**config.mk**
```make
export PLATFORM = sky130hd
export DESIGN_NAME = jzjpcc_decode_stage
export DESIGN_NICKNAME = d
export VERILOG_FILES = /design/src/rtl/jzjpcc_decode_stage.sv
export SDC_FILE = /design/constraint.sdc
export NUM_CORES = 1
export LEC_CHECK = 0
export CAP_MARGIN = 20
export CORE_MARGIN = 4
export CORE_UTILIZATION = 60
export CTS_BUF_LIST = sky130_fd_sc_hd__clkbuf_2
export CTS_CLUSTER_DIAMETER = 200
export DETAILED_ROUTE_END_ITERATION = 8
export DONT_BUFFER_PORTS = 1
export PLACE_DENSITY_LB_ADDON = 0.3
export SETUP_SLACK_MARGIN = 0.3
export SLEW_MARGIN = 20
export SYNTH_ARGS = -nofsm -noshare
export SYNTH_HDL_FRONTEND = slang
export SYNTH_SLANG_ARGS = --single-unit
```
**constraint.sdc**
```tcl
create_clock -name clock -period 1.9 [get_ports clock]
set_input_delay 0.19 -clock clock [delete_from_list [all_inputs] [get_ports clock]]
set_output_delay 0.19 -clock clock [all_outputs]
set_load 0.01 [all_outputs]
```
**src/rtl/jzjpcc_decode_stage.sv**
```systemverilog
// jzjpcc_decode_stage
//   Decode stage of the jzjpcc RV32I/RV32E pipeline. Classifies the opcode,
//   builds the sign-extended immediate, flags illegal encodings, owns the
//   decode->execute pipeline register and inserts one bubble per load-use hazard.
// Ports
//   clock, reset (async, active-low)           clocking / reset
//   instruction_decode, currentPC_decode,      instruction from fetch ([1:0] implied 2'b11)
//   valid_decode, stall_decode, flush_decode   qualifiers and pipeline control
//   rs1Addr_decode, rs2Addr_decode             combinational register-file read addresses
//   hazardStall_fetch                          combinational; fetch holds PC/instruction
//   *_execute                                  registered decode results for execute
module jzjpcc_decode_stage #(
  parameter int unsigned PC_MAX_B           = 15,
  parameter int unsigned NUM_REGS           = 32,
  parameter bit          LOAD_USE_INTERLOCK = 1'b1
) (
  input  logic                clock,
  input  logic                reset,
  input  logic [31:2]         instruction_decode,
  input  logic [PC_MAX_B:2]   currentPC_decode,
  input  logic                valid_decode,
  input  logic                stall_decode,
  input  logic                flush_decode,
  output logic [4:0]          rs1Addr_decode,
  output logic [4:0]          rs2Addr_decode,
  output logic                hazardStall_fetch,
  output logic                valid_execute,
  output logic [PC_MAX_B:2]   currentPC_execute,
  output logic [31:0]         immediate_execute,
  output logic [6:2]          opcode_execute,
  output logic [2:0]          funct3_execute,
  output logic                funct7b5_execute,
  output logic [4:0]          rdAddr_execute,
  output logic [4:0]          rs1Addr_execute,
  output logic [4:0]          rs2Addr_execute,
  output logic                isLoad_execute,
  output logic                illegal_execute
);

  localparam bit RV32E = (NUM_REGS == 16);

  typedef enum logic [2:0] {
    FMT_R,
    FMT_I,
    FMT_S,
    FMT_B,
    FMT_U,
    FMT_J,
    FMT_BAD
  } fmt_e;

  logic [31:2] ins;
  logic [6:2]  opcode;
  logic [4:0]  rd_addr;
  fmt_e        fmt;
  logic        rs1_read;
  logic        rs2_read;
  logic        is_load;
  logic [31:0] imm;
  logic        uses_rd;
  logic        uses_rs1;
  logic        uses_rs2;
  logic        reg_illegal;
  logic        illegal;
  logic        hazard;

  assign ins            = instruction_decode;
  assign opcode         = ins[6:2];
  assign rd_addr        = ins[11:7];
  assign rs1Addr_decode = ins[19:15];
  assign rs2Addr_decode = ins[24:20];

  // Opcode classification; rs1_read/rs2_read mark true operand reads for the interlock
  always_comb begin
    fmt      = FMT_BAD;
    rs1_read = 1'b0;
    rs2_read = 1'b0;
    is_load  = 1'b0;
    case (opcode)
      5'b01101, 5'b00101: fmt = FMT_U;
      5'b11011:           fmt = FMT_J;
      5'b11001: begin fmt = FMT_I; rs1_read = 1'b1; end
      5'b00000: begin fmt = FMT_I; rs1_read = 1'b1; is_load = 1'b1; end
      5'b00100: begin fmt = FMT_I; rs1_read = 1'b1; end
      5'b00011, 5'b11100: fmt = FMT_I;
      5'b11000: begin fmt = FMT_B; rs1_read = 1'b1; rs2_read = 1'b1; end
      5'b01000: begin fmt = FMT_S; rs1_read = 1'b1; rs2_read = 1'b1; end
      5'b01100: begin fmt = FMT_R; rs1_read = 1'b1; rs2_read = 1'b1; end
      default:  fmt = FMT_BAD;
    endcase
  end

  always_comb begin
    imm = '0;
    case (fmt)
      FMT_I:   imm = {{21{ins[31]}}, ins[30:20]};
      FMT_S:   imm = {{21{ins[31]}}, ins[30:25], ins[11:7]};
      FMT_B:   imm = {{20{ins[31]}}, ins[7], ins[30:25], ins[11:8], 1'b0};
      FMT_U:   imm = {ins[31:12], 12'h000};
      FMT_J:   imm = {{12{ins[31]}}, ins[19:12], ins[20], ins[30:21], 1'b0};
      default: imm = '0;
    endcase
  end

  // RV32E legality looks only at the register fields the format encodes
  // (e.g. SYSTEM/MISC-MEM still carry rd/rs1 fields even though they are not interlocked)
  assign uses_rd     = (fmt == FMT_R) || (fmt == FMT_I) || (fmt == FMT_U) || (fmt == FMT_J);
  assign uses_rs1    = (fmt == FMT_R) || (fmt == FMT_I) || (fmt == FMT_S) || (fmt == FMT_B);
  assign uses_rs2    = (fmt == FMT_R) || (fmt == FMT_S) || (fmt == FMT_B);
  assign reg_illegal = RV32E && ((uses_rd  && rd_addr[4]) ||
                                 (uses_rs1 && rs1Addr_decode[4]) ||
                                 (uses_rs2 && rs2Addr_decode[4]));
  assign illegal     = (fmt == FMT_BAD) || reg_illegal;

  // A bubble leaves the load in the execute fields but clears valid_execute,
  // so the re-presented consumer sees no hazard on the following cycle.
  assign hazard = LOAD_USE_INTERLOCK && valid_execute && isLoad_execute && valid_decode &&
                  (rdAddr_execute != '0) &&
                  ((rs1_read && (rs1Addr_decode == rdAddr_execute)) ||
                   (rs2_read && (rs2Addr_decode == rdAddr_execute)));

  assign hazardStall_fetch = hazard && !flush_decode && !stall_decode;

  always_ff @(posedge clock or negedge reset) begin
    if (!reset) begin
      valid_execute     <= 1'b0;
      currentPC_execute <= '0;
      immediate_execute <= '0;
      opcode_execute    <= '0;
      funct3_execute    <= '0;
      funct7b5_execute  <= 1'b0;
      rdAddr_execute    <= '0;
      rs1Addr_execute   <= '0;
      rs2Addr_execute   <= '0;
      isLoad_execute    <= 1'b0;
      illegal_execute   <= 1'b0;
    end else if (flush_decode) begin
      valid_execute <= 1'b0;
    end else if (!stall_decode) begin
      if (hazard) begin
        valid_execute <= 1'b0;
      end else begin
        valid_execute     <= valid_decode;
        currentPC_execute <= currentPC_decode;
        immediate_execute <= imm;
        opcode_execute    <= opcode;
        funct3_execute    <= ins[14:12];
        funct7b5_execute  <= ins[30];
        rdAddr_execute    <= rd_addr;
        rs1Addr_execute   <= rs1Addr_decode;
        rs2Addr_execute   <= rs2Addr_decode;
        isLoad_execute    <= is_load;
        illegal_execute   <= illegal && valid_decode;
      end
    end
  end

endmodule

```
==> results of run 1 <==
sequential cells by signal, summed over array words and instances, names as in the netlist:
register / count
valid_execute: 1
opcode_execute: 5
currentPC_execute: 14
illegal_execute: 1
immediate_execute: 32
isLoad_execute: 1
rs1Addr_execute: 5
funct3_execute: 3
rs2Addr_execute: 5
rdAddr_execute: 5
funct7b5_execute: 1
worst paths after layout:
path | start | end | slack [ns] | depth (start not counted)
setup / recovery | rdAddr_execute[2] | hazardStall_fetch | -0.37 | 5
hold / removal | reset | immediate_execute[23] | -0.66 | 0
setup reg to reg | rdAddr_execute[2] | rs1Addr_execute[1] | -0.35 | 8
hold reg to reg | immediate_execute[10] | immediate_execute[10] | 0.60 | 2
max in group asynchronous | reset | immediate_execute[30] | 2.43 | 0
min in group clock | instruction_decode[4] | immediate_execute[11] | 0.04 | 3
critical path, delay by kind of cell, from the launching register on:
kind                   cells  cell delay (ns)
AND/OR/NAND/NOR            2             0.60
flip-flops                 1             0.48
buffers and inverters      2             0.28
AO/OA/AOI/OAI              1             0.21
layout by cell type (no fill, tap or decap), types with 2 or more instances in the layout:
cell / count
sky130_fd_sc_hd__a21oi_1: 4
sky130_fd_sc_hd__nor2b_1: 3
sky130_fd_sc_hd__inv_1: 10
sky130_fd_sc_hd__dfrtp_1: 71
sky130_fd_sc_hd__or3b_2: 2
sky130_fd_sc_hd__o21ai_0: 4
sky130_fd_sc_hd__xor2_1: 9
sky130_fd_sc_hd__nand3b_1: 2
sky130_fd_sc_hd__dfrtp_2: 2
sky130_fd_sc_hd__or2_2: 5
sky130_fd_sc_hd__buf_16: 7
sky130_fd_sc_hd__buf_4: 16
sky130_fd_sc_hd__nand2b_1: 2
sky130_fd_sc_hd__nor2_1: 8
sky130_fd_sc_hd__clkbuf_2: 11
sky130_fd_sc_hd__o22ai_1: 2
sky130_fd_sc_hd__clkinv_1: 2
sky130_fd_sc_hd__clkinv_2: 2
sky130_fd_sc_hd__mux2_4: 65
sky130_fd_sc_hd__buf_12: 2
sky130_fd_sc_hd__a22o_1: 14
sky130_fd_sc_hd__nand2_1: 33
sky130_fd_sc_hd__mux2i_1: 7
sky130_fd_sc_hd__clkbuf_16: 3
sky130_fd_sc_hd__dlygate4sd3_1: 47
sky130_fd_sc_hd__buf_6: 3
final cells by class:
type	instances	area, um^2	area share, %
Timing Repair Buffer	79	947	19.5
Multi-Input combinational cell	185	1840	37.9
Clock inverter	5	47.5	0.980
Inverter	10	37.5	0.774
Sequential cell	73	1830	37.7
Clock buffer	11	55.1	1.13
Tap cell	75	93.8	1.93
power breakdown:
| part | total (uW) | switching [uW] | internal, uW |
|---|---|---|---|
| combinational | 796 | 281 | 515 |
| clock | 823 | 520 | 303 |
| sequential | 2020 | 270 | 1750 |
| total | 3640 | 1070 | 2570 |
per-stage QoR:
step | util (%) | power, uW | cells
after global routing | 79.6 | 3810 | 438
after global placement | 63.8 | 2590 | 359
after CTS | 77.3 | 3580 | 433
after detailed placement | 63.8 | 2620 | 359
final | 79.6 | 3640 | 438
after floorplan | - | 2530 | 296
logic make-up after synthesis:
kind of cell | after synthesis | synth area share, %
simple gates | 65 | 8.20
flops | 73 | 47.3
buf+inv | 38 | 7.94
xor+xnor | 11 | 2.50
mux | 73 | 26.3
compound gates | 36 | 7.74
per-layer routing:
| layer | track usage [%] | vias up | routed length [um] |
|---|---|---|---|
| li1 | - | 1153 | - |
| met1 | 31.5 | 1321 | 4030 |
| met2 | 42.0 | 122 | 4990 |
| met3 | 9.87 | 28 | 906 |
| met4 | 12.2 | 0 | 351 |
| met5 | 0 | - | 0 |
what timing repair did:
item / 4_1_cts / 5_1_grt
setup endpoints to repair: 74 / 74
resized for setup: 15 / 8
pin swaps: 5 / 2
buffers inserted: 6 / 1
hold endpoints to repair: 146 / 73
cloned: 5 / 4
==> results.yml, run 1 <==
run_status:
  outcome: "finished with violations"
  violations: "hold timing, setup timing"
setup_path:
  timing.critical_path.cells: "or4_4 > o2111ai_4 > buf_4 > nor4_4 > buf_4"
  cp.arrival_ns: 2.08
  critPathMaxFanout: 3
  critical_path.slowest_cell: "sky130_fd_sc_hd__or4_4"
  cp.required_ns: 1.71
  cp-start-kind: "register"
  path_common_cell: "sky130_fd_sc_hd__buf_4"
  end_kind: "output pin"
  timing_worst_setup_path_type: "reg -> out"
  critical_path.max_stage_delay_ns: 0.57
final_layout:
  antenna_cells_inserted: 0
  fillCellCount: 366
  cell_area_after_layout_um2: 4850
  final_layout_size_suffix_gt1_share_pct: 36.9
  final_net_count: 407
  syn_to_final_growth_pct: 25.6
power:
  power_density_nw_per_um2: 751
  vdd_ir_drop_max_v: 0.000521
  power.leakage_uw: 0.00241
cts:
  root_buffer: "sky130_fd_sc_hd__clkbuf_2"
  clkTransAtPathRegs_ns: 0.21
  numCtsBuffers: 9
  clock_sinks: 73
  cts_max_level: 3
  cts-root-to-sink-buffers: 2
  cts_hold_repair.buffers: 47
  clock_latency_ns: 0.50
  tritoncts: "built"
synth:
  most_common_library_cells_after_synthesis: "sky130_fd_sc_hd__dfrtp_1 (73), sky130_fd_sc_hd__mux2_4 (54), sky130_fd_sc_hd__nand2_1 (33)"
  synthArstFlopShare_pct: 100
  synth_fp_nets: 345
  number_of_warnings_reported_in_the_yosys_synthesis_log: 0
  synthDistinctLibCells: 44
  ys_seq_elements: 73
  post_synth_main_area_contributors: "sky130_fd_sc_hd__dfrtp_1 (47%), sky130_fd_sc_hd__mux2_4 (21%), sky130_fd_sc_hd__buf_12 (3.6%), sky130_fd_sc_hd__nand2_1 (3.2%), sky130_fd_sc_hd__a22o_1 (3.2%)"
  synth-edff-count: 0
  ys_seq_area_share_pct: 47.3
  netlist_area_pre_place_um2: 3860
  synthDominantAreaCellType: "sky130_fd_sc_hd__dfrtp_1"
  yosysTopAreaCellShare_pct: 47.3
  post-synth-top-count-cell: "sky130_fd_sc_hd__dfrtp_1"
  synth-main-ff-cell: "sky130_fd_sc_hd__dfrtp_1"
  synthCells: 296
  synthesis.area_per_instance_um2: 13.0
floorplan:
  die_span_in_y_um: 88.2
  initial_utilization_pct: 63.3
  chipWidth_um: 88.2
  io_pins: 133
  fp.dieArea_um2: 7780
  std_cell_rows: 28
  coreArea_um2: 6100
timing:
  drv_slew: 0
  timing.final.hold_violations: 73
  finalHoldWorstSlack_ns: -0.660
  final_period_util_pct: 120
  fin_ws_ns: -0.375
  period_needed_ns: 2.27
  achievable-frequency_mhz: 440
  grt_setup_unrepaired: "yes"
  finalSetupViolations: 74
  final.setup_skew_ns: 0.0321
  maxSlewHeadroom_pct: 70.4
  finalSetupTns_ns: -23.44
  tightestPinTransition_ns: 0.442
placed_design:
  placement.setup.worst_slack_ns: -0.244
  dp.final_hpwl_mm: 5.89
  globalplace.congestion: 0.778
  placed_area_um2: 3890
  io_buffer_count: 0
routing:
  ant_nets: 0
  drc: 0
  detailedRoute.firstIterationViolations: 129
  detail_route.wirelength_mm: 10.3
  initial_drt_pass_iterations: 6
  post_drt_via_cell_ratio: 5.99
  routedWlPerCell_um: 23.5
  vias_post_dr: 2624
min_path:
  hold_path.class: "in -> async"
global_route:
  globalRouteOverflowTotal: 0
  number_of_antenna_violations_at_the_first_check_in_global_routing: 0
  grt_first_pass_wirelength_mm: 15.2
  grt_start_max_net_pins: 74
  grt_use_total_pct: 26.2
  first_global_vias: 2795
run:
  max_cap_violations: 0
(Power assumes the default switching activity.)
==> inputs of run 2 (changes only) <==
CORE_UTILIZATION = 65   (was 60)
REMOVE_ABC_BUFFERS = 1   (was default)
clock period = 2.31 ns   (was 1.9 ns; I/O delays follow)
==> results.yml, run 2 (synthesis gave the netlist of run 1 again) <==
run_status:
  outcome: "finished, final reports clean"
final_layout:
  final_common_cell: "sky130_fd_sc_hd__dfrtp_1"
  largest_register: "immediate_execute"
  final_layout_size_suffix_gt1_share_pct: 35.5
  layoutNonFillerInstCount: 435
  layout.cells.most_common_list: "sky130_fd_sc_hd__dfrtp_1 (69), sky130_fd_sc_hd__mux2_4 (57), sky130_fd_sc_hd__dlygate4sd3_1 (48)"
  cell_area_after_layout_um2: 4790
  final_net_count: 407
  biggestRegsByFlops: "immediate_execute (32), currentPC_execute (14)"
  syn_to_final_growth_pct: 24.2
  antenna_cells_inserted: 0
  largest_register_ffs: 32
global_route:
  globalRouteOverflowTotal: 0
  grt_first_pass_wirelength_mm: 15.0
  grt_start_max_net_pins: 74
  grt_use_total_pct: 26.5
  first_global_vias: 2764
  number_of_antenna_violations_at_the_first_check_in_global_routing: 0
min_path:
  hold_path.class: "in -> reg"
placed_design:
  numPlacedInstances: 350
  placed_area_um2: 3780
  io_buffer_count: 0
  placement.setup.worst_slack_ns: 0.154
  dp.final_hpwl_mm: 5.50
  globalplace.congestion: 0.797
setup_path:
  timing.critical_path.cells: "or4_1 > o2111ai_2 > buf_4 > o21ai_4 > buf_6 > buf_12 > mux2_1"
  critical_path.max_stage_delay_ns: 0.56
  cp.required_ns: 2.69
  timing_worst_setup_path_type: "reg -> reg"
  critical_path.slowest_cell: "sky130_fd_sc_hd__or4_1"
  end_kind: "register"
  critPathMaxFanout: 7
  cp.arrival_ns: 2.69
  cp-start-kind: "register"
floorplan:
  chipWidth_um: 85.1
  initial_utilization_pct: 68.4
  io_pins: 133
  std_cell_rows: 27
  die_span_in_y_um: 85.1
  coreArea_um2: 5640
  fp.dieArea_um2: 7240
routing:
  detailedRoute.firstIterationViolations: 140
  post_drt_via_cell_ratio: 6.09
  initial_drt_pass_iterations: 5
  detail_route.wirelength_mm: 10.6
  vias_post_dr: 2648
  drc: 0
  routedWlPerCell_um: 24.5
  ant_nets: 0
cts:
  numCtsBuffers: 9
  tritoncts: "built"
  clock_latency_ns: 0.51
  root_buffer: "sky130_fd_sc_hd__clkbuf_2"
  cts_max_level: 3
  clkTransAtPathRegs_ns: 0.21
  cts-root-to-sink-buffers: 2
  clock_sinks: 73
timing:
  final_period_util_pct: 99.9
  finalSetupViolations: 0
  grt_setup_unrepaired: "yes"
  fin_ws_ns: 0.00332
  timing.final.hold_violations: 0
  tightestPinTransition_ns: 0.828
  maxSlewHeadroom_pct: 44.8
  achievable-frequency_mhz: 434
  finalSetupTns_ns: 0
  drv_slew: 0
  period_needed_ns: 2.31
  final.setup_skew_ns: 0.0346
run:
  max_cap_violations: 0
power:
  power_density_nw_per_um2: 641
  design_power_total_uw: 3070
  power.leakage_uw: 0.00236
  vdd_ir_drop_max_v: 0.000454
## run 2: cell count changes in the layout (fill, tap and decap cells not counted), moves of 3 or more
| cell | delta |
|---|---|
| sky130_fd_sc_hd__mux2_4 | -8 |
| sky130_fd_sc_hd__mux2_1 | +5 |
| sky130_fd_sc_hd__buf_16 | -4 |
| sky130_fd_sc_hd__buf_4 | -3 |
| sky130_fd_sc_hd__mux2_2 | +3 |
## run 2: layout make-up
class	count	area [um^2]
tap	72	90.1
sequential	73	1830
fill	282	847
timing repair buffer	79	937
clock inverter	7	77.6
multi-input combinational	185	1780
inverter	10	37.5
clock buffer	9	45.0
## run 2: what timing repair did
item	in CTS	in global routing
cloned	2	6
hold buffers	49	0
pin swaps	4	2
endpoints found under the setup margin	66	74
setup buffers	7	5
endpoints found under the hold margin	144	0
resized for setup	16	10
## run 2: worst max-delay path: cells and delay by family, from the launching register on
family | cells | cell delay [ns]
flip-flops | 1 | 0.53
AO/OA/AOI/OAI | 2 | 0.33
buffers and inverters | 3 | 0.45
multiplexers | 1 | 0.33
AND/OR/NAND/NOR | 1 | 0.56
## run 2: worst paths after layout
kind                                     from               endpoint  slack (ns)  depth (start not counted)
setup reg to reg            rdAddr_execute[2]      funct3_execute[1]       0.003                          7
max in group asynchronous               reset      rdAddr_execute[1]        1.73                          2
min in group asynchronous               reset  currentPC_execute[11]        0.26                          2
hold / removal                   valid_decode        illegal_execute        0.05                          3
setup / recovery            rdAddr_execute[2]      funct3_execute[1]       0.003                          7
hold reg to reg            rs1Addr_execute[0]     rs1Addr_execute[0]        0.60                          1
## run 2: metrics by stage
| step | hold slack [ns] | util [%] |
|---|---|---|
| after global placement | -0.0630 | 67.0 |
| after floorplan | -0.0646 | - |
| after global routing | 0.0203 | 85.0 |
| after detailed placement | -0.0630 | 67.0 |
| after CTS | 0.00612 | 81.3 |
| final | 0.0503 | 85.0 |
## run 2: power breakdown
group	internal (uW)	leakage [uW]	switching, uW
clock	260	0.0000729	498
combinational	399	0.00138	246
sequential	1440	0.000910	225
## run 2: per-layer routing
layer	vias up	share of wire, %	global-route usage, %
li1	1151	-	-
met1	1318	38	33.4
met2	159	50	43.1
met3	20	10	8.74
met4	0	2.6	8.78
met5	-	0	0
